**src/rtl/counter_sched_pkg.sv**
```systemverilog
// Shared types and helpers for the counter run scheduler.
package counter_sched_pkg;

    typedef enum logic [1:0] {IDLE, CLEAR, RUN, DONE} state_t;

    // Ceiling log2 for widths; callers guarantee n >= 2.
    function automatic int clog2(input int n);
        int r;
        r = 0;
        while ((1 << r) < n) r++;
        return r;
    endfunction

endpackage

```
**src/rtl/rr_arbiter.sv**
```systemverilog
// Combinational round-robin pick: first requester at or above ptr, wrapping.
module rr_arbiter
    import counter_sched_pkg::*;
#(
    parameter  int NumReq = 4,
    localparam int IdW    = clog2(NumReq)
) (
    input  logic [NumReq-1:0] req,
    input  logic [IdW-1:0]    ptr,
    output logic [NumReq-1:0] grant,
    output logic [IdW-1:0]    id,
    output logic              valid
);

    logic [IdW-1:0] idx;

    always_comb begin
        // NOTE: every output gets a default first so no path leaves it unassigned and no latch is inferred.
        grant = '0;
        id    = '0;
        valid = 1'b0;
        idx   = '0;
        for (int k = 0; k < NumReq; k++) begin
            idx = IdW'((int'(ptr) + k) % NumReq);
            if (!valid && req[idx]) begin
                grant[idx] = 1'b1;
                id         = idx;
                valid      = 1'b1;
            end
        end
    end

endmodule

```
**src/rtl/counter_run_scheduler.sv**
```systemverilog
// Time-shares one external counter between NumReq requesters, one counting run at a time.
module counter_run_scheduler
    import counter_sched_pkg::*;
#(
    parameter  int Size   = 5,
    parameter  int NumReq = 4,
    localparam int IdW    = clog2(NumReq)
) (
    input  logic                   clock,
    input  logic                   reset,
    input  logic [NumReq-1:0]      req_valid,
    input  logic [NumReq*Size-1:0] req_target,
    output logic [NumReq-1:0]      req_ready,
    input  logic                   abort,
    output logic                   ctr_reset,
    input  logic [Size-1:0]        ctr_count,
    output logic                   busy,
    output logic                   done,
    output logic [IdW-1:0]         done_id,
    output logic [Size-1:0]        done_count,
    output logic                   done_abort
);

    state_t            state;
    logic [IdW-1:0]    ptr;
    logic [IdW-1:0]    next_ptr;
    logic [NumReq-1:0] win_grant;
    logic [IdW-1:0]    win_id;
    logic              win_valid;
    logic [Size-1:0]   sel_target;
    logic [IdW-1:0]    cur_id;
    logic [Size-1:0]   cur_target;
    logic              finish_run;

    rr_arbiter #(.NumReq(NumReq)) u_arb (
        .req   (req_valid),
        .ptr   (ptr),
        .grant (win_grant),
        .id    (win_id),
        .valid (win_valid)
    );

    assign sel_target = req_target[int'(win_id)*Size +: Size];
    assign next_ptr   = (win_id == IdW'(NumReq - 1)) ? '0 : win_id + 1'b1;

    // Abort outranks a simultaneous target match; in CLEAR only abort can end the run.
    assign finish_run = abort || (state == RUN && ctr_count == cur_target);

    always_ff @(posedge clock) begin
        // NOTE: state and outputs use non-blocking assignments so every register sees pre-edge values.
        if (reset) begin
            state      <= IDLE;
            ptr        <= '0;
            cur_id     <= '0;
            cur_target <= '0;
            ctr_reset  <= 1'b1;
            req_ready  <= '0;
            busy       <= 1'b0;
            done       <= 1'b0;
            done_id    <= '0;
            done_count <= '0;
            done_abort <= 1'b0;
        end else begin
            req_ready <= '0;
            done      <= 1'b0;
            unique case (state)
                IDLE: begin
                    ctr_reset <= 1'b1;
                    if (win_valid) begin
                        state      <= CLEAR;
                        cur_id     <= win_id;
                        cur_target <= sel_target;
                        ptr        <= next_ptr;
                        req_ready  <= win_grant;
                        busy       <= 1'b1;
                    end
                end
                CLEAR, RUN: begin
                    if (finish_run) begin
                        state      <= DONE;
                        done       <= 1'b1;
                        done_id    <= cur_id;
                        done_count <= ctr_count;
                        done_abort <= abort;
                        ctr_reset  <= 1'b1;
                    end else begin
                        state     <= RUN;
                        ctr_reset <= 1'b0;
                    end
                end
                DONE: begin
                    state     <= IDLE;
                    busy      <= 1'b0;
                    ctr_reset <= 1'b1;
                end
                default: begin
                    state     <= IDLE;
                    busy      <= 1'b0;
                    ctr_reset <= 1'b1;
                end
            endcase
        end
    end

endmodule

```
**config.mk**
```make
export PLATFORM = sky130hd
export DESIGN_NAME = counter_run_scheduler
export DESIGN_NICKNAME = d
export VERILOG_FILES = /design/src/rtl/counter_sched_pkg.sv /design/src/rtl/rr_arbiter.sv /design/src/rtl/counter_run_scheduler.sv
export SDC_FILE = /design/constraint.sdc
export NUM_CORES = 1
export LEC_CHECK = 0
export CAP_MARGIN = 10
export CORE_MARGIN = 3
export CORE_UTILIZATION = 40
export CTS_CLUSTER_DIAMETER = 100
export DETAILED_ROUTE_END_ITERATION = 7
export HOLD_SLACK_MARGIN = 0.1
export PLACE_DENSITY = 0.67
export SLEW_MARGIN = 20
export SYNTH_ARGS = -nofsm -noshare
export SYNTH_HDL_FRONTEND = slang
export SYNTH_SLANG_ARGS = --single-unit
```
**constraint.sdc**
```tcl
create_clock -name clock -period 3.5 [get_ports clock]
set_input_delay 0.525 -clock clock [delete_from_list [all_inputs] [get_ports clock]]
set_output_delay 0.525 -clock clock [all_outputs]
set_load 0.02 [all_outputs]
```
Word-level counts from Yosys, hierarchy flattened:

Cells that the tools add are included.
W data, S select, Z words.

* output and inout bits: 15
* input port bits: 32
* word-level logic and storage cells: 94
* flip-flop bits (word level): 26

* reductions and logical operators: 21
* $lt $le $gt $ge: 8
* $mul: 1
* shift-type cells: 1
* bitwise gates (word level): 6
* equal/unequal tests: 6
* muxes and demuxes: 36
* $add $sub $neg: 4

Operators with widths (number)
* $shiftx A20 B6 Y5: 1
* $mux W4: 4
* $mux W1: 15
* $lt A2 B3 Y1 const B: 4
* $mux W2: 6
* $or A4 B4 Y4: 3
* $bmux W1 S2: 4
* $demux W1 S2: 4
* $ge A2 B1 Y1 const B: 4
* $logic_and A1 B1 Y1: 8
* $eq A2 B2 Y1 const B: 3
* $pmux W2 S3: 1
* $reduce_and A2 Y1: 3
* $reduce_or A2 Y1: 3
* $eq A5 B5 Y1: 1
* $mul A2 B3 Y5 const B: 1
* $add A2 B1 Y2 const B: 2
* $add A2 B2 Y2 const B: 2
* $pmux W1 S2: 2
* $logic_not A1 Y1: 3
* $not A1 Y1: 3
* $reduce_or A3 Y1: 1
* $eq A2 B1 Y1 const B: 1
* $logic_not A2 Y1: 1
* other kinds (3): 3

Depth between registers and ports, before layout:

Gate-level depths: netlist of run 1.

* depth after elaboration: 14
* gate-level depth with buffers: 11
* gate-level depth less buffers: 8

Hierarchy:

Synthesis of run 1 repeated with hierarchy kept, for this count alone.

* cells, all modules: 170
* area, all modules: 1647.8 µm²

Modules (own cells, without submodules)
* counter_run_scheduler: seq. area each 520.5 µm², area an instance 1226.2 µm², instances 1, cells an instance 125
* rr_arbiter: seq. area each 0.0 µm², area an instance 421.7 µm², instances 1, cells an instance 45

Worst setup path before layout of run 1:

OpenSTA, ideal clock, no wires.

* path type: register -> register
* start point: register ptr[0]
* end point: register cur_target[1]
* setup slack: 560 ps
* cell stages (with the launch flop): 11
* data required time: 3380 ps
* clock period less this slack: 2940 ps
* library setup time: 120 ps
* path buffers: 3
* data arrival time: 2821 ps
* cells stage by stage: dfxtp_1 -> buf_4 -> clkinv_1 -> ha_1 -> clkbuf_1 -> mux4_2 -> or2_1 -> buf_6 -> a211oi_1 -> nor3_1 -> o31a_1

* cells in the longest elaborated chain, start to end: 14
* elaborated cells on any way between the ends: 28
* those cells by class: add/sub (3); mul (1); shift (1); mux (16); reduce/logical (7)

RTL lines
* start, declared: line counter_run_scheduler.sv:25 `logic [IdW-1:0] ptr;`
* start signal, assigned: line counter_run_scheduler.sv:73 `ptr <= next_ptr;`
* parallel branches: the longest is 14 deep, another holds $mul A2 B3 Y5
* end signal, assigned: line counter_run_scheduler.sv:72 `cur_target <= sel_target;`
* end, declared: line counter_run_scheduler.sv:32 `logic [Size-1:0] cur_target;`

Several ways; the timed one is not identified. The select of a mux whose other input is x is not followed.
A chain may end at the register's enable or synchronous reset.

Worst setup path in the final report of run 1:

* start point: register ptr[1]
* end point: register cur_target[2]

Same word-level chain as after synthesis.

==> results of run 1 <==
==> worst paths after layout <==
check                             start                    endpoint  slack, ns  cells after the start
max                 ptr[1]$_SDFFE_PP0P_  cur_target[2]$_SDFFE_PP0P_       0.44                      8
min          done_count[1]$_SDFFE_PP0P_  done_count[1]$_SDFFE_PP0P_       0.45                      2
max reg2reg         ptr[1]$_SDFFE_PP0P_  cur_target[2]$_SDFFE_PP0P_       0.44                      8
min reg2reg  done_count[1]$_SDFFE_PP0P_  done_count[1]$_SDFFE_PP0P_       0.45                      2
==> metal layers <==
layer	GRT usage	routed length (microns)
met2	0.269	1960
met1	0.220	2090
met5	0	0
met3	0.0189	218
met4	0.0356	19
==> cells in the final DEF (no fill, tap or decap), types with 5 or more instances in the layout <==
master	synthesis	routed
nand2b_1	8	8
clkdlybuf4s50_1	0	46
a22oi_1	7	7
ha_1	8	8
a21oi_1	18	18
dfxtp_1	26	26
mux2i_1	11	11
xor2_1	5	5
nor2_1	28	28
nand3_1	9	9
o21ai_0	5	5
nand2_1	36	36
==> cell usage after synthesis, types with 2 or more instances <==
cell / instances
nand2_1: 36
nor2_1: 28
dfxtp_1: 26
a21oi_1: 18
mux2i_1: 11
clkbuf_1: 9
nand3_1: 9
ha_1: 8
nand2b_1: 8
a22oi_1: 7
o21ai_0: 5
xor2_1: 5
a221oi_1: 4
inv_1: 4
o21ai_1: 4
or3_1: 4
buf_6: 3
mux4_2: 3
nor2b_1: 3
o221ai_1: 3
a211oi_1: 2
nand3b_1: 2
nor4_1: 2
o31a_1: 2
==> layout make-up <==
cell class	count	area, sq um	area share
sequential	26	520	0.219
multi-input combinational	189	1250	0.525
clock buffer	3	41.3	0.0174
tap	52	65.1	0.0274
inverter	5	18.8	0.00790
timing repair buffer	49	483	0.203
==> metrics by stage <==
step / cell area, sq um / util / setup slack (ns) / hold WS, ns
3_3_place_gp: 2330 / 0.529 / 0.443 / 0.442
2_1_floorplan: 1860 / - / 0.560 / 0.436
6_report: 2380 / 0.538 / 0.437 / 0.454
5_1_grt: 2380 / 0.538 / 0.209 / 0.477
3_5_place_dp: 2330 / 0.529 / 0.369 / 0.445
4_1_cts: 2380 / 0.538 / 0.482 / 0.458
==> worst max-delay path, delay by kind of cell (launching register included) <==
family / cells / cell delay [ns]
AOI/OAI and AO/OA: 3 / 0.39
adders and majority gates: 1 / 0.47
muxes: 1 / 0.46
buffers and inverters: 1 / 0.16
and+or+nand+nor: 2 / 0.97
DFF: 1 / 0.51
==> cells by family after synthesis <==
family	share of synthesized area
compound gates	0.218
xor+xnor	0.0282
fa+ha+maj	0.0538
buf+inv	0.0504
flops	0.280
mux	0.116
simple gates	0.255
==> flip-flops by register name, indices dropped and copies added (netlist names) <==
register	flops
req_ready	4
state	2
done_abort	1
done_count	5
done	1
cur_id	2
done_id	2
ptr	2
cur_target	5
busy	1
ctr_reset	1
==> report_power, final <==
part           switching, mW  internal, mW  total [mW]
Sequential            0.0529         0.387       0.440
Clock                 0.0829        0.0768       0.160
Combinational          0.598         0.453        1.05
Total                  0.734         0.917        1.65
==> qor.yml, run 1 <==
outcome:
  status: "finished clean"
layout:
  antennaDiodeCount: 0
  drive_gt1_frac: 0.0699
  layout.cells.non_filler: 324
  areaGrowthSynthToFinish_pct: 27.6
  nets: 314
  fillCellCount: 434
global_routing:
  grt_util_all_layers: 0.160
  grt_overflow_total: 0
  grt_pass1_vias: 1558
  grt_first_pass_wirelength_microns: 7140
  grt_max_degree: 33
  antenna_found_initial: 0
placed_design:
  io_buffers: 46
  placed_cells: 321
  place.gp.congestion: 0.761
  hpwlAfterDp_microns: 3280
worst_hold_path:
  hold_path.class: "reg -> reg"
setup_path:
  required_ns: 3.66
  cp_max_fo: 10
  critical_path.cell_chain: "inv_1 -> ha_1 -> mux4_2 -> nor2b_1 -> o21ai_4 -> or2_2 -> o221ai_1 -> o21ai_1"
  slowest_stage: "nor2b_1"
  critPathCaptureType: "flip-flop"
  start_kind: "flip-flop"
  cp.arrival_ns: 3.22
  crit_type: "reg -> reg"
  crit_path_max_incr_delay_ns: 0.62
detailed_routing:
  first_iter_violations: 81
  via_per_inst: 5.39
  first_pass_iters: 4
  wl_per_cell_microns: 13.2
  vias: 1747
  post-route-drc-count: 0
  routed_wl_microns: 4290
  ant_nets: 0
cts:
  cts_sinks: 26
  tritoncts.num_buffers: 3
  clockBufferDepth: 2
  clk_pin_slew_ns: 0.08
  cts_tree: "built"
  hold_buffers: 0
  h-tree-depth: 1
  cts_resized: 0
  clkLatencyLatePin_ns: 0.26
  cts_setup_buffers: 0
  root_buffer: "clkbuf_8"
floorplanning:
  die_x_microns: 74.2
  ios: 47
  initial_core_util: 0.422
  row_count: 24
  die_area_sq_um: 5510
  core-area_sq_um: 4410
  die_height_microns: 74.2
synth:
  synth_seq_area_share: 0.280
  syn_area_sq_um: 1860
  synth_seq_cells: 26
  syn_inst: 233
  ys.warnings.count: 0
  synthFlopType: "dfxtp_1"
  ys_types: 51
  synth_area_leader_cell: "dfxtp_1"
  synthesis.nets: 273
  synth.area.top_cells: "dfxtp_1 (28%), nand2_1 (7.3%), mux2i_1 (5.9%)"
  syn_area_per_cell_sq_um: 7.99
  netlist.area_leader.share: 0.280
  synth_edf_count: 0
  ys_async_sr_fraction: 0
sta:
  finClkSkew_ns: 0.00577
  finalSetupViolations: 0
  tns_ns: 0
  period_share: 0.875
  hold_viol: 0
  fin_crit_ns: 3.06
  grt_setup_unrepaired: "no"
  timing.final.max_slew_violations: 0
  fmax_mhz: 327
  worst_pin_slew_ns: 0.729
  slew_headroom: 0.513
pwr:
  vdd_ir_drop_max_mv: 0.265
  p_leak_nw: 0.915
  power_mw: 1.65
  power.density_nw_per_um2: 695
job:
  cap_viol_max_count: 0
Note: power is estimated with default switching activity, not from simulation.
==> run 2: changes to the inputs <==
- GPL_TIMING_DRIVEN: default -> 0
- RECOVER_POWER: default -> 25
==> qor.yml, run 2 (same netlist as run 1, synthesis figures left out) <==
detailed_routing:
  vias: 1817  # +4.0%
  wl_per_cell_microns: 13.5  # +1.8%
  via_per_inst: 5.46  # +1.2%
  first_pass_iters: 4  # unchanged
  routed_wl_microns: 4490  # +4.6%
  ant_nets: 0  # unchanged
  post-route-drc-count: 0  # unchanged
  first_iter_violations: 71  # -12%
floorplanning:
  initial_core_util: 0.422  # unchanged
  core-area_sq_um: 4410  # unchanged
  ios: 47  # unchanged
  row_count: 24  # unchanged
  die_x_microns: 74.2  # unchanged
  die_height_microns: 74.2  # unchanged
  die_area_sq_um: 5510  # unchanged
layout:
  drive_gt1_frac: 0.0783  # +0.00844
  most-common-layout-cells: "nand2_1 (36), clkdlybuf4s50_1 (36), nor2_1 (28)"
  areaGrowthSynthToFinish_pct: 30.5
  design_area_sq_um: 2430  # +2.3%
  fillCellCount: 443  # +2.1%
  reg_top3: "cur_target (5), done_count (5), req_ready (4)"
  antennaDiodeCount: 0  # unchanged
  nets: 323  # +2.9%
setup_path:
  crit_type: "reg -> reg"
  start_kind: "flip-flop"
  cp.arrival_ns: 3.37  # +0.15 ns
  required_ns: 3.65  # about the same
  ff2ff_path_depth: 10  # +2
  critPathCaptureType: "flip-flop"
  cp_max_fo: 11  # +1
cts:
  tritoncts.num_buffers: 3  # unchanged
  clk_pin_slew_ns: 0.08  # about the same
  root_buffer: "clkbuf_8"
  cts_sinks: 26  # unchanged
  hold_buffers: 0  # unchanged
  h-tree-depth: 1  # unchanged
  cts_setup_buffers: 0  # unchanged
  clkLatencyLatePin_ns: 0.26  # about the same
  clockBufferDepth: 2  # unchanged
  cts_tree: "built"
sta:
  fmax_mhz: 311  # -4.9%
  hold_viol: 0  # unchanged
  tns_ns: 0  # unchanged
  finalSetupViolations: 0  # unchanged
  finClkSkew_ns: 0.00279  # -0.00298 ns
  grt_setup_unrepaired: "no"
  slew_headroom: 0.469  # -0.0439
  timing.final.max_slew_violations: 0  # unchanged
  period_share: 0.920  # +0.0449
  fin_crit_ns: 3.22  # +0.157 ns
  worst_pin_slew_ns: 0.790  # +0.0601 ns
global_routing:
  grt_util_all_layers: 0.160  # +0.000758
  grt_first_pass_wirelength_microns: 7140  # unchanged
  antenna_found_initial: 0  # unchanged
  grt_pass1_vias: 1564  # +0.39%
  grt_max_degree: 14  # -58%
  grt_overflow_total: 0  # unchanged
placed_design:
  place.gp.congestion: 0.830  # +9.1%
  hpwlAfterDp_microns: 3440  # +4.8%
  io_buffers: 46  # unchanged
  place_area_sq_um: 2390  # +2.3%
pwr:
  power.density_nw_per_um2: 700  # +0.70%
  vdd_ir_drop_max_mv: 0.260  # -2.1%
  p_leak_nw: 0.961  # +5.0%
outcome:
  status: "finished clean"
worst_hold_path:
  whs_path_depth: 2  # unchanged
  hold_path.class: "reg -> reg"
job:
  cap_viol_max_count: 0  # unchanged
run 2: cell types whose count changed in the layout (fill, tap and decap cells not counted):
cell / delta
clkbuf_2: +1
clkinv_1: -1
buf_6: +3
clkinvlp_4: +1
clkdlybuf4s50_1: -10
clkbuf_1: +7
buf_4: -2
dlygate4sd3_1: +10
run 2: power by group:
group / switching, mW / internal [mW]
combinational: 0.616 / 0.480
sequential: 0.0563 / 0.387
clock: 0.0839 / 0.0768
total: 0.756 / 0.944
run 2: per-layer routing:
| metal | share of wire | up-vias | GRT usage |
|---|---|---|---|
| met5 | 0 | - | 0 |
| met4 | 0.0042 | 0 | 0.0375 |
| met3 | 0.061 | 2 | 0.0203 |
| met2 | 0.46 | 50 | 0.270 |
| met1 | 0.48 | 840 | 0.220 |
| li1 | - | 925 | - |
run 2: worst paths after layout:
check	from	endpoint	slack, ns
max	ptr[0]$_SDFFE_PP0P_	cur_target[4]$_SDFFE_PP0P_	0.28
min reg2reg	done_count[4]$_SDFFE_PP0P_	done_count[4]$_SDFFE_PP0P_	0.45
max reg2reg	ptr[0]$_SDFFE_PP0P_	cur_target[4]$_SDFFE_PP0P_	0.28
min	done_count[4]$_SDFFE_PP0P_	done_count[4]$_SDFFE_PP0P_	0.45
run 2: critical path, cell delays in order, from the launching register on:
cell,delay (ns)
dfxtp_1,0.48
buf_4,0.27
clkinvlp_4,0.26
ha_1,0.53
mux4_2,0.46
nor2b_1,0.18
buf_6,0.17
o21ai_4,0.07
or2_2,0.33
o221ai_1,0.26
o21ai_1,0.09
run 2: repair_timing:
| action | in CTS | in global routing |
|---|---|---|
| endpoints found under the setup margin | 0 | 5 |
| resized for setup | 0 | 3 |
| hold endpoints to repair | 0 | 0 |
run 2: metrics by stage:
step	util	setup WS, ns	std cells	power, mW	hold WS (ns)
2_1_floorplan	-	0.560	233	1.25	0.436
3_3_place_gp	0.541	0.0451	331	1.55	0.441
3_5_place_dp	0.541	0.0689	331	1.55	0.447
4_1_cts	0.550	0.0427	334	1.72	0.458
5_1_grt	0.550	0.0824	333	1.85	0.476
6_report	0.550	0.280	333	1.70	0.452
run 2: layout make-up:
cell class              instances  area [sq um]  share of cell area
plain buffers                  12          72.6              0.0299
clock buffers                   3          41.3              0.0170
flip-flops and latches         26           520               0.214
repair buffers                 46           460               0.189
inverters                       5          22.5             0.00927
well taps                      52          65.1              0.0268
multi-input cells             189          1250               0.513
==> run 3: changes to the inputs <==
- DONT_BUFFER_PORTS: default -> 1
- PLACE_DENSITY: 0.67 -> default
==> qor.yml, run 3 (same netlist as run 1, synthesis figures left out) <==
cts:
  clockBufferDepth: 2  # unchanged
  h-tree-depth: 1  # unchanged
  tritoncts.num_buffers: 3  # unchanged
  cts_tree: "built"
  clkLatencyLatePin_ns: 0.27  # about the same
  clk_pin_slew_ns: 0.09  # about the same
  root_buffer: "clkbuf_8"
  cts_sinks: 26  # unchanged
pwr:
  power_mw: 1.62  # -4.6%
  p_leak_nw: 0.768  # -20%
  vdd_ir_drop_max_mv: 0.302  # +16%
  power.density_nw_per_um2: 818  # +17%
setup_path:
  start_kind: "flip-flop"
  cp_max_fo: 11  # unchanged
  critPathCaptureType: "flip-flop"
  crit_type: "reg -> reg"
  cp.arrival_ns: 3.33  # -0.04 ns
  required_ns: 3.67  # +0.02 ns
layout:
  layout_commonest_cell: "nand2_1"
  areaGrowthSynthToFinish_pct: 6.52
  drive_gt1_frac: 0.0975  # +0.0192
  most-common-layout-cells: "nand2_1 (36), nor2_1 (28), dfxtp_1 (26)"
  final_util: 0.449  # -0.101
  nets: 277  # -14%
  reg_top3: "cur_target (5), done_count (5), req_ready (4)"
  design_area_sq_um: 1980  # -18%
  antennaDiodeCount: 0  # unchanged
floorplanning:
  initial_core_util: 0.422  # unchanged
  core-area_sq_um: 4410  # unchanged
  ios: 47  # unchanged
  die_height_microns: 74.2  # unchanged
  die_x_microns: 74.2  # unchanged
  die_area_sq_um: 5510  # unchanged
  row_count: 24  # unchanged
detailed_routing:
  vias: 1671  # -8.0%
  routed_wl_microns: 4460  # -0.65%
  first_pass_iters: 4  # unchanged
  via_per_inst: 5.80  # +6.3%
  ant_nets: 0  # unchanged
  post-route-drc-count: 0  # unchanged
  first_iter_violations: 68  # -4.2%
  wl_per_cell_microns: 15.5  # +15%
placed_design:
  hpwlAfterDp_microns: 3440  # +0.12%
  place.gp.congestion: 0.849  # +2.4%
  place_area_sq_um: 1930  # -19%
  io_buffers: 0  # -100%
job:
  cap_viol_max_count: 0  # unchanged
sta:
  whs_ns: 0.377  # -0.0752 ns
  worst_pin_slew_ns: 0.823  # +0.0329 ns
  timing.final.max_slew_violations: 0  # unchanged
  finClkSkew_ns: 0.00629  # +0.00349 ns
  hold_viol: 0  # unchanged
  finalSetupViolations: 0  # unchanged
  slew_headroom: 0.447  # -0.0222
  grt_setup_unrepaired: "no"
  fin_crit_ns: 3.16  # -0.0586 ns
  fmax_mhz: 316  # +1.9%
  period_share: 0.903  # -0.0168
  tns_ns: 0  # unchanged
global_routing:
  grt_first_pass_wirelength_microns: 6960  # -2.6%
  grt_util_all_layers: 0.159  # -0.00135
  grt_max_degree: 15  # +1
  grt_pass1_vias: 1471  # -5.9%
  antenna_found_initial: 0  # unchanged
  grt_overflow_total: 0  # unchanged
outcome:
  status: "finished clean"
worst_hold_path:
  hold_path.class: "in -> reg"
run 3: cell count changes in the layout (fill, tap and decap cells not counted):
| cell | delta |
|---|---|
| clkdlybuf4s50_1 | -36 |
| dlygate4sd3_1 | -10 |
| clkbuf_8 | +1 |
run 3: stage by stage:
stage,std cells,worst slack [ns]
final,288,0.339
after global placement,285,0.109
after floorplan,233,0.560
after global routing,288,0.132
after detailed placement,285,0.107
after CTS,289,0.0848
run 3: final timing paths:
kind	slack (ns)	depth (start not counted)	end	from
max	0.34	10	cur_target[0]$_SDFFE_PP0P_	ptr[0]$_SDFFE_PP0P_
min	0.38	2	done_count[0]$_SDFFE_PP0P_	ctr_count[0]
max reg2reg	0.34	10	cur_target[0]$_SDFFE_PP0P_	ptr[0]$_SDFFE_PP0P_
min reg2reg	0.47	2	cur_id[1]$_SDFFE_PP0P_	cur_id[1]$_SDFFE_PP0P_
run 3: cell type report:
cell class	instances	area (sq um)
fillers	474	2430
inverters	5	22.5
multi-input cells	189	1250
well taps	52	65.1
flip-flops and latches	26	520
clock buffers	4	55.1
plain buffers	12	72.6
run 3: power by group:
part / switching [mW] / total [mW] / internal [mW]
Clock: 0.0916 / 0.192 / 0.100
Sequential: 0.120 / 0.508 / 0.388
Combinational: 0.531 / 0.922 / 0.391
Total: 0.743 / 1.62 / 0.879
run 3: worst max-delay path, stage by stage (launching register included):
cell and delay (ns):
dfxtp_1 0.49, buf_4 0.26, clkinvlp_4 0.24, ha_1 0.53, mux4_2 0.47, nor2b_1 0.18
buf_6 0.16, o21ai_4 0.07, or2_2 0.33, o221ai_1 0.23, o21ai_1 0.08
run 3: repair_timing:
action | in CTS | in global routing
endpoints found under the hold margin | 0 | 0
endpoints found under the setup margin | 0 | 6
hold buffers | 0 | 0
setup buffers | 0 | 0
gates resized for setup | 0 | 3
run 3: per-layer routing:
metal  GRT usage  vias to the layer above  share of wire
met5           0                        -              0
met4      0.0652                        0          0.012
met3      0.0297                        4          0.056
met2       0.263                       46           0.46
met1       0.204                      783           0.47
li1            -                      838              -
